**src/rtl/input_unit_pkg.sv**
```systemverilog
// rtl/input_unit_pkg.sv - shared flit layout, direction encodings and route computation
// ROUTE_TORUS_EN selects minimal wrap-around routing; undefined gives mesh dimension-order routing.
package input_unit_pkg;

  localparam int FLIT_SIZE = 32;
  localparam int VC_NUM    = 4;
  localparam int ROUTE_LEN = 3;
  localparam int COORD_W   = 2;

  localparam int X_SIZE = 4;
  localparam int Y_SIZE = 4;
  localparam int Z_SIZE = 4;

  localparam int FLIT_VC_LSB    = 0;
  localparam int FLIT_VC_W      = 2;
  localparam int FLIT_DST_X_LSB = 2;
  localparam int FLIT_DST_Y_LSB = 4;
  localparam int FLIT_DST_Z_LSB = 6;
  localparam int FLIT_DST_W     = COORD_W;

  typedef enum logic [ROUTE_LEN-1:0] {
    DIR_LOCAL = 3'd0,
    DIR_XPOS  = 3'd1,
    DIR_XNEG  = 3'd2,
    DIR_YPOS  = 3'd3,
    DIR_YNEG  = 3'd4,
    DIR_ZPOS  = 3'd5,
    DIR_ZNEG  = 3'd6
  } dir_e;

`ifdef ROUTE_TORUS_EN
  // Forward distance on the ring; going positive wins when both ways are equally long.
  function automatic dir_e dim_dir(input logic [COORD_W-1:0] dst, input logic [COORD_W-1:0] loc,
                                   input int size, input dir_e pos, input dir_e neg);
    int d;
    d = (int'(dst) - int'(loc) + size) % size;
    if (d == 0)
      return DIR_LOCAL;
    else if (2 * d <= size)
      return pos;
    else
      return neg;
  endfunction
`else
  function automatic dir_e dim_dir(input logic [COORD_W-1:0] dst, input logic [COORD_W-1:0] loc,
                                   input dir_e pos, input dir_e neg);
    if (dst > loc)
      return pos;
    else if (dst < loc)
      return neg;
    else
      return DIR_LOCAL;
  endfunction
`endif

  function automatic dir_e compute_route(
    input logic [COORD_W-1:0] dx, input logic [COORD_W-1:0] dy, input logic [COORD_W-1:0] dz,
    input logic [COORD_W-1:0] lx, input logic [COORD_W-1:0] ly, input logic [COORD_W-1:0] lz);
    dir_e r;
`ifdef ROUTE_TORUS_EN
    r = dim_dir(dx, lx, X_SIZE, DIR_XPOS, DIR_XNEG);
    if (r == DIR_LOCAL) r = dim_dir(dy, ly, Y_SIZE, DIR_YPOS, DIR_YNEG);
    if (r == DIR_LOCAL) r = dim_dir(dz, lz, Z_SIZE, DIR_ZPOS, DIR_ZNEG);
`else
    r = dim_dir(dx, lx, DIR_XPOS, DIR_XNEG);
    if (r == DIR_LOCAL) r = dim_dir(dy, ly, DIR_YPOS, DIR_YNEG);
    if (r == DIR_LOCAL) r = dim_dir(dz, lz, DIR_ZPOS, DIR_ZNEG);
`endif
    return r;
  endfunction

endpackage

```
**src/rtl/input_unit_vc_fifo.sv**
```systemverilog
// rtl/input_unit_vc_fifo.sv - per-VC circular buffer holding flit plus precomputed route
module vc_fifo #(
  parameter int DEPTH = 4,
  parameter int WIDTH = 8
) (
  input  logic                     clk,
  input  logic                     rst,
  input  logic                     push_i,
  input  logic [WIDTH-1:0]         data_i,
  input  logic                     pop_i,
  output logic [WIDTH-1:0]         data_o,
  output logic                     valid_o,
  output logic                     full_o,
  output logic [$clog2(DEPTH):0]   count_nxt_o
);

  localparam int PTR_W = $clog2(DEPTH);
  localparam int CNT_W = PTR_W + 1;

  logic [WIDTH-1:0] mem_q [DEPTH];
  logic [PTR_W-1:0] wr_ptr_q, wr_ptr_d;
  logic [PTR_W-1:0] rd_ptr_q, rd_ptr_d;
  logic [CNT_W-1:0] count_q, count_d;
  logic             do_push, do_pop;

  assign full_o      = (count_q == CNT_W'(DEPTH));
  assign valid_o     = (count_q != '0);
  assign data_o      = mem_q[rd_ptr_q];
  assign do_push     = push_i && !full_o;
  assign do_pop      = pop_i && valid_o;
  assign count_nxt_o = count_d;

  // Depth is a power of two, so pointer overflow is the wrap.
  always_comb begin
    wr_ptr_d = wr_ptr_q;
    rd_ptr_d = rd_ptr_q;
    count_d  = count_q + CNT_W'(do_push) - CNT_W'(do_pop);
    if (do_push) wr_ptr_d = wr_ptr_q + 1'b1;
    if (do_pop)  rd_ptr_d = rd_ptr_q + 1'b1;
  end

  always_ff @(posedge clk) begin
    if (!rst) begin
      wr_ptr_q <= '0;
      rd_ptr_q <= '0;
      count_q  <= '0;
    end else begin
      wr_ptr_q <= wr_ptr_d;
      rd_ptr_q <= rd_ptr_d;
      count_q  <= count_d;
    end
  end

  always_ff @(posedge clk) begin
    if (do_push) mem_q[wr_ptr_q] <= data_i;
  end

endmodule

```
**src/rtl/input_unit.sv**
```systemverilog
// rtl/input_unit.sv - router input port: route computation and per-VC buffering
// Routing mode follows ROUTE_TORUS_EN (see input_unit_pkg).
module input_unit #(
  parameter int VC_NUM    = input_unit_pkg::VC_NUM,
  parameter int BUF_DEPTH = 4,
  parameter int LOC_X     = 0,
  parameter int LOC_Y     = 0,
  parameter int LOC_Z     = 0
) (
  input  logic                                          clk,
  input  logic                                          rst,
  input  logic [input_unit_pkg::FLIT_SIZE-1:0]          in,
  input  logic                                          in_valid,
  output logic [VC_NUM-1:0]                             in_avail,
  output logic [VC_NUM*input_unit_pkg::FLIT_SIZE-1:0]   out,
  output logic [VC_NUM*input_unit_pkg::ROUTE_LEN-1:0]   route_out,
  output logic [VC_NUM-1:0]                             out_valid,
  input  logic [VC_NUM-1:0]                             out_avail,
  output logic                                          overflow_err
);

  import input_unit_pkg::*;

  localparam int ENTRY_W = FLIT_SIZE + ROUTE_LEN;
  localparam int CNT_W   = $clog2(BUF_DEPTH) + 1;

  logic [FLIT_VC_W-1:0] vc_sel;
  logic [ROUTE_LEN-1:0] route_in;
  logic [ENTRY_W-1:0]   entry_in;
  logic [VC_NUM-1:0]    in_avail_q, in_avail_d;
  logic [VC_NUM-1:0]    push, pop, full, ovf_hit;
  logic                 overflow_q, overflow_d;

  assign vc_sel   = in[FLIT_VC_LSB +: FLIT_VC_W];
  assign route_in = compute_route(in[FLIT_DST_X_LSB +: FLIT_DST_W],
                                  in[FLIT_DST_Y_LSB +: FLIT_DST_W],
                                  in[FLIT_DST_Z_LSB +: FLIT_DST_W],
                                  COORD_W'(LOC_X), COORD_W'(LOC_Y), COORD_W'(LOC_Z));
  assign entry_in = {in, route_in};

  for (genvar v = 0; v < VC_NUM; v++) begin : g_vc
    logic [ENTRY_W-1:0] head;
    logic [CNT_W-1:0]   count_nxt;
    logic               hit;

    assign hit        = in_valid && (vc_sel == FLIT_VC_W'(v));
    assign push[v]    = hit && in_avail_q[v];
    assign ovf_hit[v] = hit && full[v];
    assign pop[v]     = out_valid[v] && out_avail[v];
    // Registered from the next count so a same-cycle pop cannot open the slot early.
    assign in_avail_d[v] = (count_nxt < CNT_W'(BUF_DEPTH));

    vc_fifo #(
      .DEPTH (BUF_DEPTH),
      .WIDTH (ENTRY_W)
    ) u_fifo (
      .clk         (clk),
      .rst         (rst),
      .push_i      (push[v]),
      .data_i      (entry_in),
      .pop_i       (pop[v]),
      .data_o      (head),
      .valid_o     (out_valid[v]),
      .full_o      (full[v]),
      .count_nxt_o (count_nxt)
    );

    assign out[v*FLIT_SIZE +: FLIT_SIZE]       = head[ENTRY_W-1 -: FLIT_SIZE];
    assign route_out[v*ROUTE_LEN +: ROUTE_LEN] = head[ROUTE_LEN-1:0];
  end

  assign overflow_d   = overflow_q || (|ovf_hit);
  assign in_avail     = in_avail_q;
  assign overflow_err = overflow_q;

  always_ff @(posedge clk) begin
    if (!rst) begin
      in_avail_q <= '0;
      overflow_q <= 1'b0;
    end else begin
      in_avail_q <= in_avail_d;
      overflow_q <= overflow_d;
    end
  end

endmodule

```
**config.mk**
```make
export PLATFORM = sky130hd
export DESIGN_NAME = input_unit
export DESIGN_NICKNAME = d
export VERILOG_FILES = /design/src/rtl/input_unit_pkg.sv /design/src/rtl/input_unit_vc_fifo.sv /design/src/rtl/input_unit.sv
export SDC_FILE = /design/constraint.sdc
export NUM_CORES = 1
export LEC_CHECK = 0
export BUFFER_PORTS_ARGS = -buffer_cell sky130_fd_sc_hd__buf_4
export CORE_ASPECT_RATIO = 0.6
export CORE_MARGIN = 5
export CORE_UTILIZATION = 59
export DETAILED_ROUTE_END_ITERATION = 16
export GPL_TIMING_DRIVEN = 0
export PLACE_DENSITY = 0.79
export SLEW_MARGIN = 20
export SYNTH_ARGS = -nofsm -noshare
export SYNTH_HDL_FRONTEND = slang
export SYNTH_SLANG_ARGS = --single-unit
```
**constraint.sdc**
```tcl
create_clock -name clk -period 2.6 [get_ports clk]
set_input_delay 0.26 -clock clk [delete_from_list [all_inputs] [get_ports clk]]
set_output_delay 0.26 -clock clk [all_outputs]
set_load 0.03 [all_outputs]
```
==> run_results.csv, run 1 <==
group,metric,value,unit
setup_path,max_stage_delay,0.42,ns
setup_path,cp_max_fo,10,
sta,hold_violations,0,
setup_path,reg2reg_to,"in_avail[2]",
clock_tree,ctsLongestPathBuffers,3,
sta,fin_ws,0.1730,ns
final_layout,area_growth,18.32,%
pwr,seqPwrFrac,43.1,%
logic_synthesis,synthCells,961,
floorplanning,die_h,161.5,µm
global_route,grt.overflow.total,0,
route,vias,10618,
setup_path,crit_chain,"clkbuf_2 > buf_2 > mux4_2 > buf_4",
hold_path,min-delay-start,"in[18]",
floorplanning,num_io_pins,188,
logic_synthesis,yosys_register_bits,601,
sta,drv_slew,0,
sta,setup_viol,0,
final_layout,fin_area,26700,µm²
logic_synthesis,synth_top_area_share,74.52,%
setup_path,critPathSlowestCell,"mux4_2",
sta,fin_hold_ws,0.02530,ns
clock_tree,cts_hold_buffers,16,
logic_synthesis,yosys.area.top_type,"edfxtp_1",
placement,dpl.hpwl,29.20,mm
logic_synthesis,syn_nets,1028,
pwr,p_sw,7.495,mW
setup_path,reg2regPathDepth,9,
pwr,leakagePower,8.912,nW
route,drc,0,
setup_path,r2r-start,"g_vc[2].u_fifo.count_q[1]",
global_route,grt_first_pass_wirelength,70.97,mm
sta,final.min_clock_period,2.427,ns
hold_path,hold_class,"primary input to register",
logic_synthesis,ys.flop_type,"edfxtp_1",
pwr,ir_drop,0.0004972,V
floorplanning,initial_utilization,59.84,%
status,outcome,"complete, no violations",
sta,skew,0.01306,ns
placement,dpl-instance-area,24970,µm²
setup_path,ff2ff_setup_slack,0.32,ns
logic_synthesis,synthTopCellsByArea,"edfxtp_1, mux4_2, dfxtp_1",
setup_path,critical_path_class,"register to output pin",
route,drtIter0Drc,1130,
floorplanning,die_area,42390,µm²
logic_synthesis,synthDistinctLibCells,40,
sta,fmax,412.0,MHz
pwr,internal-power,18.13,mW
logic_synthesis,async_flop_share,0,%
floorplanning,core-area,37710,µm²
placement,gp_congestion,0.7394,
floorplanning,rows,55,
logic_synthesis,synth_edf_count,560,
route,drt-total-wl,47.47,mm
pwr,switching_share,29.25,%
setup_path,end_kind,"output pin",
logic_synthesis,synthesis.area,22570,µm²
pwr,power,25.63,mW
clock_tree,cts.htree.levels,2,
setup_path,cp_data_arrival_time,2.17,ns
clock_tree,cts_resized,0,
pwr,p_per_area,959.8,nW/µm²
clock_tree,cts_setup_buffers,0,
global_route,antenna_found_initial,0,
hold_path,hold_depth,1,
setup_path,start_kind,"register",
clock_tree,root_buffer,"clkbuf_16",
sta,period_share,93.35,%
placement,dp_slack,0.3003,ns
pwr,power_frac_clock,28.3,%
final_layout,n_antenna_cell,0,
sta,tightest_slew,0.9139,ns
pwr,p_comb_share,28.6,%
hold_path,holdPathEnd,"g_vc[1].u_fifo.mem_q[3][21]",
clock_tree,clk_pin_slew,0.07,ns
logic_synthesis,synth_area_per_cell,23.48,µm²
sta,max_slew_margin,38.85,%
route,ant_nets,0,
global_route,grt_pass1_vias,10933,
clock_tree,cts_tree,"built",
clock_tree,insertion_delay,0.57,ns
route,drt-pass1-iter-count,5,
flow_run,drv_cap,0,
global_route,gr-usage-all-layers,22.41,%
clock_tree,numClockSinks,601,
global_route,grt_max_degree,25,
route,viasPerCell,5.962,
floorplanning,die_w,262.5,µm
logic_synthesis,yosysWarnings,0,
sta,rsz0062_at_grt,"no",
final_layout,finalNetCount,1299,
final_layout,drive_gt1_share,35.33,%
setup_path,worstPathRequired,2.34,ns
logic_synthesis,seq_area_frac_synth,78.15,%
route,wl_per_cell,26.66,µm
placement,port_buffers,186,
final_layout,fin_util,70.81,%
clock_tree,numCtsBuffers,51,
## critical path: cells and delay by family (launching register included)
| family | cells | cell delay, ns |
|---|---|---|
| buffers and inverters | 3 | 0.85 |
| muxes | 1 | 0.42 |
| DFF | 1 | 0.32 |
## flip-flops by register name, summed over array words and instances, names as in the netlist, named ones only
signal / count
g_vc.u_fifo.count_q: 12
g_vc.u_fifo.mem_q: 560
g_vc.u_fifo.rd_ptr_q: 8
g_vc.u_fifo.wr_ptr_q: 8
in_avail: 4
overflow_err: 1
## synth_stat cells (all sizes together), types with 4 or more instances
cell,n
a21oi,8
ha,24
dfxtp,41
buf,36
clkbuf,6
or3,4
nand3,10
o21ai,8
fa,4
or3b,4
xor2,8
o311ai,4
inv,21
nor3b,4
xnor2,8
o31a,4
nor2,28
edfxtp,560
and3,16
and2,8
mux4,140
## worst max-delay path by stage
stage / slack, ns / start / to / cells after the start
final: 0.17 / register / out[99] / 4
after global routing: 0.09 / register / out[99] / 4
after CTS: 0.12 / register / out[10] / 4
after detailed placement: 0.30 / in[1] / in_avail[3] / 10
after global placement: -0.60 / in[1] / g_vc[0].u_fifo.mem_q[0][20] / 4
after floorplan: 0.47 / in_avail[0] / g_vc[0].u_fifo.mem_q[0][0] / 2
## placed cells by master (no fill, tap or decap), types with 3 or more instances in the layout
cell / synthesis / final
clkinv_2: 0 / 6
buf_6: 4 / 4
o21ai_0: 8 / 8
xnor2_1: 8 / 8
and3_2: 0 / 16
clkinv_1: 0 / 11
nand3_1: 10 / 10
buf_2: 14 / 14
clkbuf_1: 1 / 13
dfxtp_1: 41 / 41
buf_16: 0 / 3
or3_1: 4 / 4
clkbuf_16: 0 / 53
or3b_1: 4 / 4
buf_4: 4 / 190
o31a_1: 4 / 4
edfxtp_1: 560 / 560
inv_1: 20 / 20
a21oi_1: 8 / 8
clkinvlp_4: 0 / 3
and2_1: 8 / 8
clkbuf_2: 5 / 5
xor2_1: 8 / 8
mux4_1: 20 / 20
ha_1: 24 / 24
nor2_1: 28 / 28
o311ai_0: 4 / 4
dlygate4sd3_1: 0 / 16
bufinv_16: 0 / 3
fa_1: 4 / 4
mux4_2: 120 / 120
buf_12: 12 / 25
## kinds of logic after synthesis
kind of cell | after synthesis | synth area share, %
flops | 601 | 78.15
fa+ha+maj | 28 | 1.686
simple gates | 86 | 2.223
xor+xnor | 16 | 0.6210
compound gates | 25 | 0.7041
buf+inv | 63 | 2.218
mux | 142 | 14.39
## metrics by stage
| stage | std cells | TNS [ns] |
|---|---|---|
| finish | 1781 | 0 |
| global route | 1781 | 0 |
| CTS | 1781 | 0 |
| detailed placement | 1676 | 0 |
| global placement | 1660 | -296.39 |
| floorplan | 961 | 0 |
## layout make-up
class                           instances  area, µm²
Sequential cell                       601      17640
Fill cell                            2256      11010
Multi-Input combinational cell        297       4454
Timing Repair Buffer                  218       1899
Clock buffer                           66       1385
Tap cell                              513      641.9
Buffer                                 42      421.7
Clock inverter                         23      183.9
Inverter                               21      78.83
## power groups by stage
stage / combinational (mW) / clock (mW) / sequential (mW)
after floorplan: 4.96 / 0 / 11.3
after global placement: 7.30 / 0 / 11.2
after detailed placement: 7.39 / 0 / 11.2
after CTS: 7.45 / 7.39 / 11.0
after global routing: 7.72 / 7.83 / 11.1
final: 7.33 / 7.26 / 11.0
## routing by layer
layer | vias up | GRT usage, % | wire [µm] | share of wire [%]
li1 | 4545 | - | - | -
met1 | 5601 | 32.91 | 19960 | 42
met2 | 419 | 37.00 | 23700 | 50
met3 | 53 | 3.761 | 3144 | 6.6
met4 | 0 | 4.156 | 666 | 1.4
met5 | - | 0 | 0 | 0
(Power assumes the default switching activity.)
==> run 2: changes to the inputs <==
CORE_MARGIN = not set   (was 5)
CTS_CLUSTER_SIZE = 30   (was not set)
==> run_results.csv, run 2 (same netlist as run 1, synthesis figures left out) <==
group,metric,value,unit
status,outcome,"complete, no violations",
final_layout,n_antenna_cell,0,
pwr,internal-power,17.88,mW
global_route,grt.busiest_layer,"met2",
setup_path,endpoint,"out[9]",
global_route,grt.overflow.total,0,
setup_path,max_stage_delay,0.41,ns
floorplanning,rows,55,
pwr,p_sw,7.567,mW
sta,setup_viol,0,
pwr,power_frac_clock,27.8,%
final_layout,layout_common_cells,"edfxtp_1, buf_4, mux4_2, clkbuf_16, dfxtp_1",
pwr,switching_share,29.74,%
sta,max_slew_margin,37.44,%
final_layout,top_regs,"g_vc.u_fifo.mem_q (560), g_vc.u_fifo.count_q (12)",
route,drtIter0Drc,1017,
route,drc,0,
clock_tree,numClockSinks,601,
flow_run,drv_cap,0,
hold_path,hold_depth,1,
final_layout,finalNetCount,1305,
global_route,grt.met3_usage,4.452,%
sta,period_share,96.10,%
sta,hold_violations,0,
route,ant_nets,0,
clock_tree,numCtsBuffers,51,
floorplanning,initial_utilization,59.84,%
final_layout,largest_reg_flops,560,
setup_path,crit_chain,"clkbuf_2 > buf_2 > mux4_2 > buf_4",
route,drt-total-wl,46.60,mm
final_layout,drive_gt1_share,35.24,%
placement,port_buffers,186,
clock_tree,cts_tree,"built",
clock_tree,insertion_delay,0.57,ns
placement,gp_congestion,0.7362,
sta,skew,0.01090,ns
clock_tree,cts.htree.levels,2,
route,drt-pass1-iter-count,5,
sta,fmax,400.2,MHz
sta,drv_slew,0,
pwr,ir_drop,0.0006601,V
placement,dpl.hpwl,29.06,mm
final_layout,largest_register,"g_vc.u_fifo.mem_q",
global_route,grt_pass1_vias,10872,
pwr,p_per_area,952.7,nW/µm²
final_layout,area_growth,18.35,%
pwr,leakagePower,8.916,nW
global_route,grt_first_pass_wirelength,68.72,mm
clock_tree,cts_hold_buffers,21,
setup_path,cp_max_fo,10,
pwr,p_comb_share,28.8,%
global_route,grtUsageMet2,38.76,%
floorplanning,num_io_pins,188,
setup_path,start_kind,"register",
global_route,gr-usage-all-layers,24.50,%
global_route,grtUsageMet1,35.76,%
final_layout,mostFrequentLayoutCell,"edfxtp_1",
setup_path,cp_data_arrival_time,2.24,ns
route,viasPerCell,5.945,
setup_path,worstPathRequired,2.34,ns
global_route,grt_max_degree,24,
setup_path,reg2regPathDepth,9,
floorplanning,die_area,39060,µm²
global_route,antenna_found_initial,0,
route,vias,10624,
clock_tree,clk_pin_slew,0.07,ns
sta,final.min_clock_period,2.499,ns
floorplanning,die_w,254.5,µm
floorplanning,core-area,37710,µm²
hold_path,hold_class,"primary input to register",
route,wl_per_cell,26.08,µm
setup_path,ff2ff_setup_slack,0.28,ns
setup_path,critical_path_class,"register to output pin",
clock_tree,cts_setup_buffers,0,
clock_tree,cts_resized,0,
floorplanning,die_h,153.5,µm
sta,rsz0062_at_grt,"no",
setup_path,end_kind,"output pin",
setup_path,r2r-start,"g_vc[1].u_fifo.count_q[1]",
pwr,seqPwrFrac,43.4,%
clock_tree,ctsLongestPathBuffers,3,
clock_tree,root_buffer,"clkbuf_16",
setup_path,critPathSlowestCell,"mux4_2",
pwr,power,25.44,mW
final_layout,fin_util,70.82,%
sta,tightest_slew,0.9349,ns
setup_path,reg2reg_to,"in_avail[1]",
## run 2: cell count changes in the layout (fill, tap and decap cells not counted)
cell           before  now
dlygate4sd3_1      16   21
bufinv_16           3    0
clkbuf_1           13   10
clkinv_1           11   14
inv_6               0    2
buf_4             190  191
clkbuf_16          53   54
clkbuf_8            1    0
clkinv_2            6    5
clkinv_4            0    1
inv_4               0    1
## run 2: power groups by stage
stage                     registers (mW)  logic, mW  clock network (mW)
final                               11.0       7.33                7.06
after global routing                11.1       7.72                7.54
after CTS                           11.0       7.45                7.16
after detailed placement            11.2       7.38                   0
after global placement              11.2       7.28                   0
after floorplan                     11.3       4.96                   0
## run 2: worst min-delay path by stage
| stage | startpoint | endpoint |
|---|---|---|
| global placement | overflow_err | overflow_err |
| detailed placement | overflow_err | overflow_err |
| global route | in[16] | g_vc[3].u_fifo.mem_q[1][19] |
| floorplan | in[7] | g_vc[0].u_fifo.mem_q[0][10] |
| CTS | in[16] | g_vc[3].u_fifo.mem_q[2][19] |
| finish | in[2] | g_vc[2].u_fifo.mem_q[3][5] |
## run 2: area by class of cell
type / count / area [µm²]
sequential: 601 / 17640
fill: 2271 / 11000
tap: 513 / 641.9
timing repair buffer: 224 / 1957
multi-input combinational: 297 / 4454
buffer: 42 / 421.7
inverter: 21 / 78.83
clock inverter: 26 / 132.6
clock buffer: 63 / 1385
## run 2: metrics by stage
step                      worst slack [ns]  cells  hold slack [ns]  area [µm²]  TNS (ns)
after floorplan                     0.4663    961           0.3589       22570         0
after global placement             -0.5750   1660           0.4837       24600   -292.02
after detailed placement            0.3079   1677           0.4987       24980         0
after CTS                           0.1012   1787        0.0002300       26710         0
after global routing               0.06013   1787          0.01174       26710         0
final                               0.1014   1787          0.02363       26710         0
## run 2: per-layer routing
| layer | share of wire [%] | wire (µm) | vias up |
|---|---|---|---|
| met3 | 7.0 | 3277 | 73 |
| met1 | 42 | 19670 | 5576 |
| met4 | 2.5 | 1176 | 0 |
| met2 | 48 | 22470 | 416 |
| li1 | - | - | 4559 |
| met5 | 0 | 0 | - |
## run 2: critical path, delay by kind of cell (launching register included)
| family | cells | cell delay, ns |
|---|---|---|
| DFF | 1 | 0.31 |
| buffers and inverters | 3 | 0.95 |
| muxes | 1 | 0.41 |
==> run 3: changes to the inputs <==
PLACE_DENSITY = not set   (was 0.79)
PLACE_DENSITY_LB_ADDON = 0.08   (was not set)
==> run_results.csv, run 3 (same netlist as run 1, synthesis figures left out) <==
group,metric,value,unit
status,outcome,"complete, no violations",
final_layout,layout_common_cells,"edfxtp_1, buf_4, mux4_2, clkbuf_16, dfxtp_1",
hold_path,hold_class,"primary input to register",
route,drt-total-wl,46.30,mm
route,drt-pass1-iter-count,5,
setup_path,cp_data_arrival_time,2.19,ns
floorplanning,die_w,254.5,µm
global_route,antenna_found_initial,0,
sta,skew,0.02074,ns
sta,fin_hold_ws,0.01912,ns
clock_tree,cts_setup_buffers,0,
final_layout,largest_register,"g_vc.u_fifo.mem_q",
hold_path,min-delay-start,"in[22]",
hold_path,holdPathEnd,"g_vc[3].u_fifo.mem_q[0][25]",
placement,gp_congestion,0.7305,
floorplanning,num_io_pins,188,
sta,tightest_slew,0.9798,ns
sta,period_share,94.23,%
clock_tree,numCtsBuffers,51,
flow_run,drv_cap,0,
global_route,grtUsageMet2,37.23,%
sta,hold_violations,0,
route,viasPerCell,5.925,
clock_tree,ctsLongestPathBuffers,3,
setup_path,crit_chain,"clkbuf_2 > buf_2 > mux4_2 > buf_4",
final_layout,finalNetCount,1296,
route,wl_per_cell,25.95,µm
sta,setup_viol,0,
setup_path,reg2reg_to,"in_avail[1]",
global_route,grt_pass1_vias,10563,
floorplanning,rows,55,
sta,fmax,408.2,MHz
setup_path,start_kind,"register",
global_route,grt.overflow.total,0,
pwr,ir_drop,0.0005904,V
setup_path,max_stage_delay,0.41,ns
final_layout,drive_gt1_share,34.78,%
setup_path,reg2regPathDepth,9,
sta,rsz0062_at_grt,"no",
floorplanning,die_area,39060,µm²
global_route,gr-usage-all-layers,24.44,%
final_layout,area_growth,17.73,%
route,drc,0,
global_route,grt_first_pass_wirelength,68.17,mm
route,vias,10571,
clock_tree,clk_pin_slew,0.07,ns
setup_path,critical-path-top-delay-family,"buffers and inverters",
sta,drv_slew,0,
global_route,grt.met3_usage,4.351,%
setup_path,critPathSlowestCell,"buf_2",
global_route,grtUsageMet1,37.92,%
final_layout,mostFrequentLayoutCell,"edfxtp_1",
clock_tree,cts_tree,"built",
clock_tree,insertion_delay,0.57,ns
clock_tree,numClockSinks,601,
sta,final.min_clock_period,2.450,ns
floorplanning,core-area,37710,µm²
setup_path,worstPathRequired,2.34,ns
floorplanning,initial_utilization,59.84,%
setup_path,r2r-start,"g_vc[1].u_fifo.count_q[1]",
clock_tree,root_buffer,"clkbuf_16",
setup_path,worst-path-buf-inv,3,
final_layout,n_antenna_cell,0,
floorplanning,die_h,153.5,µm
clock_tree,cts.htree.levels,2,
setup_path,cp_max_fo,10,
placement,port_buffers,186,
placement,dpl.hpwl,27.65,mm
final_layout,fillers,2362,
hold_path,hold_depth,1,
global_route,grt_max_degree,36,
setup_path,critical_path_class,"register to output pin",
pwr,leakagePower,8.843,nW
pwr,p_per_area,959.1,nW/µm²
global_route,grt.busiest_layer,"met1",
route,drtIter0Drc,1092,
sta,max_slew_margin,34.44,%
route,ant_nets,0,
setup_path,ff2ff_setup_slack,0.25,ns
setup_path,end_kind,"output pin",
clock_tree,cts_resized,0,
pwr,power,25.48,mW
final_layout,largest_reg_flops,560,
final_layout,top_regs,"g_vc.u_fifo.mem_q (560), g_vc.u_fifo.count_q (12)",
## run 3: timing repair
item	in CTS	in global routing
endpoints found under the setup margin	0	0
hold buffers	19	0
endpoints found under the hold margin	253	0
## run 3: cell type report
cell class,instances,area [µm²],share of cell area (%)
Inverter,21,78.83,0.2967
Timing Repair Buffer,215,1774,6.678
Sequential cell,601,17640,66.39
Clock buffer,69,1354,5.096
Clock inverter,26,178.9,0.6735
Buffer,42,421.7,1.587
Multi-Input combinational cell,297,4481,16.87
Tap cell,513,641.9,2.416
## run 3: worst max-delay path by stage
stage,from,end,slack [ns],cells past startpoint
after floorplan,in_avail[0],g_vc[0].u_fifo.mem_q[0][0],0.47,2
after global placement,in[1],g_vc[0].u_fifo.mem_q[3][23],-0.70,4
after detailed placement,g_vc[1].u_fifo.count_q[1],in_avail[1],0.31,9
after CTS,register,out[11],0.12,4
after global routing,register,out[11],0.09,4
final,register,out[12],0.15,4
## run 3: power breakdown
part / total (mW) / switching, mW / internal (mW)
clock: 7.15 / 3.29 / 3.86
sequential: 11.0 / 0.183 / 10.9
combinational: 7.30 / 4.06 / 3.24
total: 25.5 / 7.53 / 17.9
## run 3: metal layers
layer / part of all wire (%) / routed length [µm]
met1: 44 / 20480
met2: 48 / 22190
met3: 6.5 / 2987
met4: 1.4 / 638
met5: 0 / 0
## run 3: stage by stage
stage	std cells	TNS [ns]	area, µm²	util (%)	worst slack [ns]
2_1_floorplan	961	0	22570	-	0.4663
6_report	1784	0	26570	70.45	0.1500
5_1_grt	1784	0	26570	70.45	0.08829
4_1_cts	1784	0	26570	70.45	0.1240
3_3_place_gp	1660	-342.35	24600	65.25	-0.7022
3_5_place_dp	1670	0	24840	65.88	0.3123
